<file path="src/rtl/frame_uart_streamer.sv">
// Streams one frame from the buffer-frame RAM to the UART transmitter on a host command.
// Define STREAM_CHECKSUM_EN to append an 8-bit sum of the data bytes after the last byte.
module frame_uart_streamer #(
  parameter int unsigned FRAME_LEN = 102,
  parameter int unsigned ADDR_W    = 15,
  parameter logic [7:0]  START_CMD = 8'hEE,
  parameter logic [7:0]  ABORT_CMD = 8'h1B,
  parameter logic [7:0]  HEADER    = 8'hA5
) (
  input  logic              clk,
  input  logic              rst_n,
  input  logic              rx_valid,
  input  logic [7:0]        rx_data,
  output logic              tx_start,
  output logic [7:0]        tx_data,
  input  logic              tx_done,
  output logic [ADDR_W-1:0] ram_addr,
  input  logic [7:0]        ram_q,
  output logic              busy,
  output logic              done
);

  // One extra counter bit so FRAME_LEN == 2**ADDR_W is representable.
  localparam int unsigned      CNT_W = ADDR_W + 1;
  localparam logic [CNT_W-1:0] LAST  = CNT_W'(FRAME_LEN - 1);

  localparam logic [2:0] IDLE   = 3'd0;
  localparam logic [2:0] HDR    = 3'd1;
  localparam logic [2:0] RADDR  = 3'd2;
  localparam logic [2:0] RWAIT  = 3'd3;
  localparam logic [2:0] SEND   = 3'd4;
  localparam logic [2:0] TXWAIT = 3'd5;
`ifdef STREAM_CHECKSUM_EN
  localparam logic [2:0] CSUM   = 3'd6;
`endif
  localparam logic [2:0] FIN    = 3'd7;

  logic [2:0]        state_q, state_d;
  logic [CNT_W-1:0]  cnt_q, cnt_d;
  logic              abort_q, abort_d;
  logic              issued_q, issued_d;
  logic              tx_start_q, tx_start_d;
  logic [7:0]        tx_data_q, tx_data_d;
  logic [ADDR_W-1:0] ram_addr_q, ram_addr_d;
  logic              busy_q, busy_d;
  logic              done_q, done_d;
`ifdef STREAM_CHECKSUM_EN
  logic [7:0]        csum_q, csum_d;
`endif
  logic              abort_now;
  logic              quit;

  always_comb begin
    // An abort strobe counts in the very cycle it arrives, so it beats a coincident tx_done.
    abort_now  = abort_q | (rx_valid && (rx_data == ABORT_CMD) && (state_q != IDLE));
    quit       = 1'b0;
    state_d    = state_q;
    cnt_d      = cnt_q;
    abort_d    = abort_now;
    issued_d   = issued_q;
    tx_start_d = 1'b0;
    tx_data_d  = tx_data_q;
    ram_addr_d = ram_addr_q;
    busy_d     = busy_q;
    done_d     = 1'b0;
`ifdef STREAM_CHECKSUM_EN
    csum_d     = csum_q;
`endif

    case (state_q)
      IDLE: begin
        abort_d = 1'b0;
        if (rx_valid && (rx_data == START_CMD)) begin
          tx_data_d = HEADER;
          cnt_d     = '0;
          busy_d    = 1'b1;
          issued_d  = 1'b0;
          state_d   = HDR;
`ifdef STREAM_CHECKSUM_EN
          csum_d    = '0;
`endif
        end
      end

      HDR: begin
        if (!issued_q) begin
          if (abort_now) begin
            quit = 1'b1;
          end else begin
            tx_start_d = 1'b1;
            issued_d   = 1'b1;
          end
        end else if (tx_done) begin
          if (abort_now) begin
            quit = 1'b1;
          end else begin
            ram_addr_d = '0;
            state_d    = RADDR;
          end
        end
      end

      // ram_addr was already loaded on the way in; the RAM samples it at the end of this cycle.
      RADDR: begin
        if (abort_now) quit = 1'b1;
        else           state_d = RWAIT;
      end

      RWAIT: begin
        if (abort_now) begin
          quit = 1'b1;
        end else begin
          tx_data_d = ram_q;
`ifdef STREAM_CHECKSUM_EN
          csum_d    = csum_q + ram_q;
`endif
          state_d   = SEND;
        end
      end

      SEND: begin
        if (abort_now) begin
          quit = 1'b1;
        end else begin
          tx_start_d = 1'b1;
          state_d    = TXWAIT;
        end
      end

      TXWAIT: begin
        if (tx_done) begin
          if (abort_now) begin
            quit = 1'b1;
          end else if (cnt_q == LAST) begin
`ifdef STREAM_CHECKSUM_EN
            issued_d = 1'b0;
            state_d  = CSUM;
`else
            state_d  = FIN;
`endif
          end else begin
            cnt_d      = cnt_q + 1'b1;
            ram_addr_d = cnt_d[ADDR_W-1:0];
            state_d    = RADDR;
          end
        end
      end

`ifdef STREAM_CHECKSUM_EN
      CSUM: begin
        if (!issued_q) begin
          if (abort_now) begin
            quit = 1'b1;
          end else begin
            tx_data_d  = csum_q;
            tx_start_d = 1'b1;
            issued_d   = 1'b1;
          end
        end else if (tx_done) begin
          if (abort_now) quit = 1'b1;
          else           state_d = FIN;
        end
      end
`endif

      FIN: begin
        done_d     = 1'b1;
        busy_d     = 1'b0;
        ram_addr_d = '0;
        abort_d    = 1'b0;
        state_d    = IDLE;
      end

      default: begin
        busy_d  = 1'b0;
        state_d = IDLE;
      end
    endcase

    // Aborted streams drop straight back to IDLE without done or a checksum byte.
    if (quit) begin
      state_d    = IDLE;
      busy_d     = 1'b0;
      abort_d    = 1'b0;
      issued_d   = 1'b0;
      ram_addr_d = '0;
    end
  end

  always_ff @(posedge clk or negedge rst_n) begin
    if (!rst_n) begin
      state_q    <= IDLE;
      cnt_q      <= '0;
      abort_q    <= 1'b0;
      issued_q   <= 1'b0;
      tx_start_q <= 1'b0;
      tx_data_q  <= '0;
      ram_addr_q <= '0;
      busy_q     <= 1'b0;
      done_q     <= 1'b0;
`ifdef STREAM_CHECKSUM_EN
      csum_q     <= '0;
`endif
    end else begin
      state_q    <= state_d;
      cnt_q      <= cnt_d;
      abort_q    <= abort_d;
      issued_q   <= issued_d;
      tx_start_q <= tx_start_d;
      tx_data_q  <= tx_data_d;
      ram_addr_q <= ram_addr_d;
      busy_q     <= busy_d;
      done_q     <= done_d;
`ifdef STREAM_CHECKSUM_EN
      csum_q     <= csum_d;
`endif
    end
  end

  assign tx_start = tx_start_q;
  assign tx_data  = tx_data_q;
  assign ram_addr = ram_addr_q;
  assign busy     = busy_q;
  assign done     = done_q;

endmodule

</file>
<file path="config.mk">
export PLATFORM = sky130hd
export DESIGN_NAME = frame_uart_streamer
export DESIGN_NICKNAME = d
export VERILOG_FILES = /design/src/rtl/frame_uart_streamer.sv
export SDC_FILE = /design/constraint.sdc
export NUM_CORES = 1
export LEC_CHECK = 0
export CORE_AREA = 2 2 66 83
export DETAILED_ROUTE_END_ITERATION = 10
export DIE_AREA = 0 0 68 85
export PLACE_DENSITY = 0.77
export SETUP_SLACK_MARGIN = 0.05
export SLEW_MARGIN = 10
export SYNTH_ARGS = -nofsm -noshare
export SYNTH_HDL_FRONTEND = slang
export SYNTH_SLANG_ARGS = --single-unit
</file>
<file path="constraint.sdc">
create_clock -name clk -period 2.6 [get_ports clk]
set_input_delay 0.52 -clock clk [delete_from_list [all_inputs] [get_ports clk]]
set_output_delay 0.52 -clock clk [all_outputs]
set_load 0.05 [all_outputs]
</file>
Yosys cells after proc, flatten, opt, wreduce, memory -nomap -nowiden
Index checks and enable logic that the tools add are counted.
{"block": "word_totals", "in_bits": 20, "mem_bits_rw": 0, "regBits": 47, "latchBits": 0, "mem_bits_ro": 0, "output_inout_bits": 26, "word_cells": 99, "memories": 0}
{"block": "classes", "n_eq_ne": 25, "mux": 45, "n_addsub": 1, "n_mul": 0, "n_reduce_logical": 18, "n_div": 0, "bitwise": 1, "shift": 0, "n_lt_le_gt_ge": 0}
{"op": "$mux 15", "n": 7}
{"op": "$mux 16", "n": 4}
{"op": "$pmux 15 s3", "n": 1}
{"op": "$mux 3", "n": 11}
{"op": "$pmux 16 s2", "n": 1}
{"op": "$ne 3x3->1 const B", "n": 10}
{"op": "$pmux 3 s6", "n": 1}
{"op": "$add 16x1->16 const B", "n": 1}
{"op": "$eq 16x7->1 const B", "n": 1}
{"op": "$mux 8", "n": 2}
{"op": "$pmux 8 s2", "n": 1}
{"op": "$mux 1", "n": 13}
{"op": "$ne 2x2->1 const B", "n": 5}
{"op": "$eq 3x3->1 const B", "n": 3}
{"op": "$reduce_and 9->1", "n": 1}
{"op": "$eq 8x5->1 const B", "n": 1}
{"op": "$eq 8x8->1 const B", "n": 1}
{"op": "$reduce_and 7->1", "n": 1}
{"op": "$eq 3x2->1 const B", "n": 2}
{"op": "$pmux 1 s2", "n": 3}
{"op": "$reduce_bool 3->1", "n": 2}
{"op": "$reduce_and 5->1", "n": 1}
{"op": "$reduce_or 5->1", "n": 1}
{"op": "$reduce_and 2->1", "n": 2}
{"op": "11 further kinds", "n": 14}

Depth between registers and ports, before layout
{"block": "depth", "ltp_word": 10, "mapped_depth": 9, "mapped_depth_nobuf": 7}

Least setup slack after synthesis
No wires, ideal clock.
{"block": "synth_timing", "path_kind": "input-to-reg", "startpoint": "in rx_valid", "endpoint": "reg ram_addr_q[14] (netlist: ram_addr[14])", "slack_ns": 0.579, "cell_stages": 6, "t_required_ns": 2.479, "setup_time_ns": 0.121, "t_arrival_ns": 1.900, "n_path_buf": 1, "path_cell_list": "nand3_1 o41a_1 a211oi_4 a311oi_4 buf_6 a22o_1"}
{"block": "synth_between", "elab_chain_cells": 9, "elab_cells_between_ends": 16, "cone_classes": "eq/ne (6); mux (5); bitwise (1); reduce/logical (4)"}
{"item": "from (decl)", "line": "12", "rtl": "input logic rx_valid,"}
{"item": "$logic_and 1x1->1 * (2 in series)", "line": "55", "rtl": "abort_now = abort_q | (rx_valid && (rx_data == ABORT_CMD) && (state_q != IDLE));"}
{"item": "$or 1x1->1 *", "line": "55"}
{"item": "$mux 1"}
{"item": "$mux 1", "line": "131", "rtl": "if (tx_done) begin"}
{"item": "$mux 1", "line": "86", "rtl": "if (!issued_q) begin"}
{"item": "$pmux 1 s3", "line": "70", "rtl": "case (state_q)"}
{"item": "$ne 3x3->1 (no source line) or $reduce_bool 4->1 (tied branches)"}
{"item": "$reduce_and 7->1 (no source line)"}
{"item": "to (signal assigned)", "line": "211", "rtl": "ram_addr_q <= ram_addr_d;"}
{"item": "to (decl)", "line": "44", "rtl": "logic [ADDR_W-1:0] ram_addr_q, ram_addr_d;"}
Mark *: on every way between the ends. The rest lies on a longest branch, timed or not.
A chain may end at the register's enable or synchronous reset.

Worst setup path after layout
{"block": "layout_timing", "startpoint": "in rx_data[5]", "endpoint": "reg tx_data_q[4] (netlist: tx_data[4])"}
{"block": "layout_between", "elab_chain_cells": 6, "elab_cells_between_ends": 9, "cone_classes": "eq/ne (4); bitwise (1); reduce/logical (4)"}
{"item": "from (decl)", "line": "13", "rtl": "input logic [7:0] rx_data,"}
{"item": "$eq 8x5->1", "line": "55"}
{"item": "$logic_and 1x1->1 (2 in series)", "line": "55"}
{"item": "$or 1x1->1", "line": "55"}
{"item": "$ne 2x2->1 (no source line)"}
{"item": "$reduce_and 3->1 (no source line) *"}
{"item": "to (signal assigned)", "line": "210", "rtl": "tx_data_q <= tx_data_d;"}
{"item": "to (decl)", "line": "43", "rtl": "logic [7:0] tx_data_q, tx_data_d;"}
Marked as above.

==> report_table.html <==
<table>
<tr><th>Metric</th><th>Value</th></tr>
<tr><th colspan="2">Logic synthesis</th></tr>
<tr><td>Syn nets</td><td>268</td></tr>
<tr><td>EDFF count, synth</td><td>0</td></tr>
<tr><td>Count of mapped cells out of synthesis</td><td>246</td></tr>
<tr><td>Warnings from Yosys</td><td>0</td></tr>
<tr><td>Number of distinct library cell variants in the gate-level netlist after synthesis</td><td>50</td></tr>
<tr><td>Synthesized cell area</td><td>2510 sq um</td></tr>
<tr><td>Post-synth ARST share</td><td>1.00</td></tr>
<tr><td>Count of state elements after synthesis</td><td>47</td></tr>
<tr><td>Average cell area after synthesis</td><td>10.2 sq um</td></tr>
<tr><td>Prevailing post-synth register cell</td><td>sky130_fd_sc_hd__dfrtp_1</td></tr>
<tr><td>Part of the Yosys area used for sequential elements</td><td>0.469</td></tr>
<tr><th colspan="2">Routing</th></tr>
<tr><td>Via density per instance</td><td>5.86</td></tr>
<tr><td>Wirelength per Cell</td><td>16.0 um</td></tr>
<tr><td>Total Wirelength</td><td>5730 um</td></tr>
<tr><td>Number of iterations in the first detailed-routing pass</td><td>4</td></tr>
<tr><td>Post-route antenna net violation count</td><td>0</td></tr>
<tr><td>Via Count</td><td>2099</td></tr>
<tr><td>Number of design rule violations left after detail routing</td><td>0</td></tr>
<tr><td>Starting DRC count in detailed routing</td><td>123</td></tr>
<tr><th colspan="2">Clock network</th></tr>
<tr><td>Clock sink count</td><td>47</td></tr>
<tr><td>Count of H-tree levels built during CTS</td><td>2</td></tr>
<tr><td>Clock latency on the worst-skew pair</td><td>0.30 ns</td></tr>
<tr><td>Inserted Clock Buffers</td><td>5</td></tr>
<tr><td>CTS tree</td><td>built</td></tr>
<tr><td>Clk buf depth</td><td>2</td></tr>
<tr><td>Clock-pin slew on the worst setup and hold paths</td><td>0.09 ns</td></tr>
<tr><td>Hold bufs inserted after CTS</td><td>0</td></tr>
<tr><td>Number of setup buffers added after CTS</td><td>0</td></tr>
<tr><td>Count of cells resized by post-cts repair</td><td>0</td></tr>
<tr><td>Clock Root Buffer</td><td>sky130_fd_sc_hd__clkbuf_8</td></tr>
<tr><th colspan="2">STA</th></tr>
<tr><td>Max-slew headroom</td><td>0.605</td></tr>
<tr><td>Peak Freq</td><td>450 MHz</td></tr>
<tr><td>Final hold slack</td><td>0.303 ns</td></tr>
<tr><td>Final Max Tran Viols</td><td>0</td></tr>
<tr><td>Setup_tns</td><td>0 ns</td></tr>
<tr><td>Fin crit period</td><td>2.22 ns</td></tr>
<tr><td>Number of endpoints with negative hold slack in the final report</td><td>0</td></tr>
<tr><td>Unrepaired setup endpoints after global routing</td><td>no</td></tr>
<tr><td>Measured slew at the worst slew-check pin</td><td>0.593 ns</td></tr>
<tr><td>Final worst-path cycle share</td><td>0.854</td></tr>
<tr><td>Worst setup skew after layout</td><td>0.00514 ns</td></tr>
<tr><td>Final number of setup-violating endpoints</td><td>0</td></tr>
<tr><th colspan="2">Min path</th></tr>
<tr><td>Hold/Removal Path Class</td><td>in2async</td></tr>
<tr><th colspan="2">Setup path</th></tr>
<tr><td>Type of the worst setup path</td><td>in2reg</td></tr>
<tr><td>Crit path capture type</td><td>flop</td></tr>
<tr><td>Req. time, crit path</td><td>2.82 ns</td></tr>
<tr><td>Worst-path fanout max</td><td>6</td></tr>
<tr><td>Type of element launching the critical path</td><td>input pin</td></tr>
<tr><td>Data arrival time of the worst path</td><td>2.44 ns</td></tr>
<tr><td>Critical R2R Launch</td><td>state_q[1]$_DFFE_PN0P_</td></tr>
<tr><td>Worst Setup SP</td><td>rx_data[5]</td></tr>
<tr><th colspan="2">Flow run</th></tr>
<tr><td>Max-capacitance violation count</td><td>0</td></tr>
<tr><th colspan="2">Cells and area</th></tr>
<tr><td>Sequential standard cell area</td><td>1180 sq um</td></tr>
<tr><td>Antenna cells</td><td>0</td></tr>
<tr><td>Final instance area</td><td>3220 sq um</td></tr>
<tr><td>Final design utilization</td><td>0.642</td></tr>
<tr><td>Fraction of layout instances using a drive strength above 1</td><td>0.135</td></tr>
<tr><td>Area of the multi-input gates</td><td>1200 sq um</td></tr>
<tr><td>Relative area change from synthesis to final layout</td><td>28.4%</td></tr>
<tr><td>Most used cells in the layout excluding fill and tap cells</td><td>sky130_fd_sc_hd__dfrtp_1, sky130_fd_sc_hd__clkdlybuf4s50_1, sky130_fd_sc_hd__a21oi_1</td></tr>
<tr><td>Final Net Count</td><td>317</td></tr>
<tr><td>Most frequent standard cell in the layout excluding fill and tap cells</td><td>sky130_fd_sc_hd__dfrtp_1</td></tr>
<tr><td># fillers</td><td>427</td></tr>
<tr><th colspan="2">Placed design</th></tr>
<tr><td>Post-placement cell area</td><td>3080 sq um</td></tr>
<tr><td>Input/output buffers</td><td>45</td></tr>
<tr><td>Routability congestion estimate</td><td>0.874</td></tr>
<tr><td>Detailed Place HPWL</td><td>4060 um</td></tr>
<tr><th colspan="2">Global routing</th></tr>
<tr><td>Sum of overflow across all layers after global routing</td><td>0</td></tr>
<tr><td>Maximum number of pins on one net before global-route repair</td><td>48</td></tr>
<tr><td>First-pass GRT wire length</td><td>9740 um</td></tr>
<tr><td>Antenna violations before repair</td><td>0</td></tr>
<tr><td>Number of global-route vias before repair</td><td>2107</td></tr>
<tr><td>Global-route total usage across every layer</td><td>0.216</td></tr>
<tr><th colspan="2">Die</th></tr>
<tr><td>Standard cell core area</td><td>5010 sq um</td></tr>
<tr><td>Top Ports</td><td>46</td></tr>
<tr><td>Starting density of the core</td><td>0.500</td></tr>
<tr><td>Number of rows in the core area</td><td>29</td></tr>
<tr><td>Chip height</td><td>85 um</td></tr>
<tr><td>Die width</td><td>68 um</td></tr>
<tr><td>Die ar.</td><td>5780 sq um</td></tr>
<tr><th colspan="2">Pwr</th></tr>
<tr><td>Highest ir drop seen on vdd</td><td>0.338 mV</td></tr>
<tr><td>Leakage dissipation</td><td>1.37 nW</td></tr>
<tr><td>P per Cell Area</td><td>904 nW/um^2</td></tr>
<tr><th colspan="2">Run status</th></tr>
<tr><td>Outcome</td><td>finished clean</td></tr>
</table>
[logic make-up after synthesis]
group / Yosys count / synth area share
AOI/OAI and AO/OA: 72 / 0.202
xor gates and xnor gates: 13 / 0.0454
adders and majority gates: 2 / 0.00998
buffers and inverters: 25 / 0.0504
DFF: 47 / 0.469
muxes: 10 / 0.0419
and+or+nand+nor: 77 / 0.181
[report_power, final]
part           internal [mW]  total [mW]  switching [mW]
registers              0.866       0.972           0.106
clock network          0.384       0.634           0.250
logic                  0.499        1.30           0.801
total                   1.75        2.91            1.16
[path summary, 6_finish.rpt]
path                                      endpoint  slack [ns]  cells after the start
max                         tx_data[4]$_DFFE_PN0P_        0.38                      7
min                               busy$_DFFE_PN0P_        0.30                      2
max reg2reg                 tx_data[2]$_DFFE_PN0P_        0.47                      4
min reg2reg                ram_addr[0]$_DFFE_PN0P_        0.50                      1
max in group asynchronous    cnt_q[14]$_DFFE_PN0P_        1.90                      2
min in group clk           ram_addr[0]$_DFFE_PN0P_        0.50                      1
[metrics by stage]
stage | worst slack [ns] | total power [mW] | instances
after floorplan | 0.579 | 1.83 | 246
after global placement | 0.134 | 2.25 | 350
after detailed placement | 0.0654 | 2.28 | 350
after CTS | 0.378 | 2.92 | 358
after global routing | 0.222 | 3.07 | 358
final | 0.378 | 2.91 | 358
[sequential cells by signal, summed over array words and instances, names as in the netlist]
name,flops
busy,1
tx_start,1
tx_data,8
issued_q,1
cnt_q,16
state_q,3
abort_q,1
done,1
ram_addr,15
[synth_stat cells (3+ instances only)]
library cell / n / area, sq um
sky130_fd_sc_hd__dfrtp_1: 47 / 1180
sky130_fd_sc_hd__a21oi_1: 23 / 115
sky130_fd_sc_hd__nand2_1: 18 / 67.6
sky130_fd_sc_hd__a31oi_1: 12 / 75.1
sky130_fd_sc_hd__buf_2: 10 / 50.1
sky130_fd_sc_hd__nor2_1: 10 / 37.5
sky130_fd_sc_hd__o21ai_0: 10 / 50.1
sky130_fd_sc_hd__inv_1: 9 / 33.8
sky130_fd_sc_hd__a22o_1: 8 / 70.1
sky130_fd_sc_hd__xor2_1: 8 / 70.1
sky130_fd_sc_hd__nand3_1: 7 / 35.0
sky130_fd_sc_hd__nor3_1: 7 / 35.0
sky130_fd_sc_hd__mux2i_1: 6 / 60.1
sky130_fd_sc_hd__nand2b_1: 6 / 37.5
sky130_fd_sc_hd__a22o_2: 5 / 50.1
sky130_fd_sc_hd__and3_1: 5 / 31.3
sky130_fd_sc_hd__or3_1: 5 / 31.3
sky130_fd_sc_hd__xnor2_1: 5 / 43.8
sky130_fd_sc_hd__mux2_2: 4 / 45.0
sky130_fd_sc_hd__nand4_1: 3 / 18.8
[layout make-up]
class	instances	area share
clock buffer	6	0.0226
clock inverter	2	0.0187
inverter	9	0.0105
multi-input combinational	174	0.374
sequential	47	0.366
tap	62	0.0241
timing repair buffer	58	0.184
[worst max-delay path: stages]
cell and delay, ns:
sky130_fd_sc_hd__clkdlybuf4s50_1 0.43, sky130_fd_sc_hd__nand4bb_1 0.23, sky130_fd_sc_hd__o41a_1 0.44, sky130_fd_sc_hd__o21ai_0 0.25, sky130_fd_sc_hd__nand2b_1 0.20, sky130_fd_sc_hd__buf_4 0.21, sky130_fd_sc_hd__mux2i_1 0.16
[per-layer routing]
metal / GRT usage / wire length (um)
met1: 0.279 / 2390
met2: 0.365 / 2970
met3: 0.0398 / 306
met4: 0.0600 / 59
met5: 0 / 0
No activity file was read; power rests on OpenSTA's default activity.
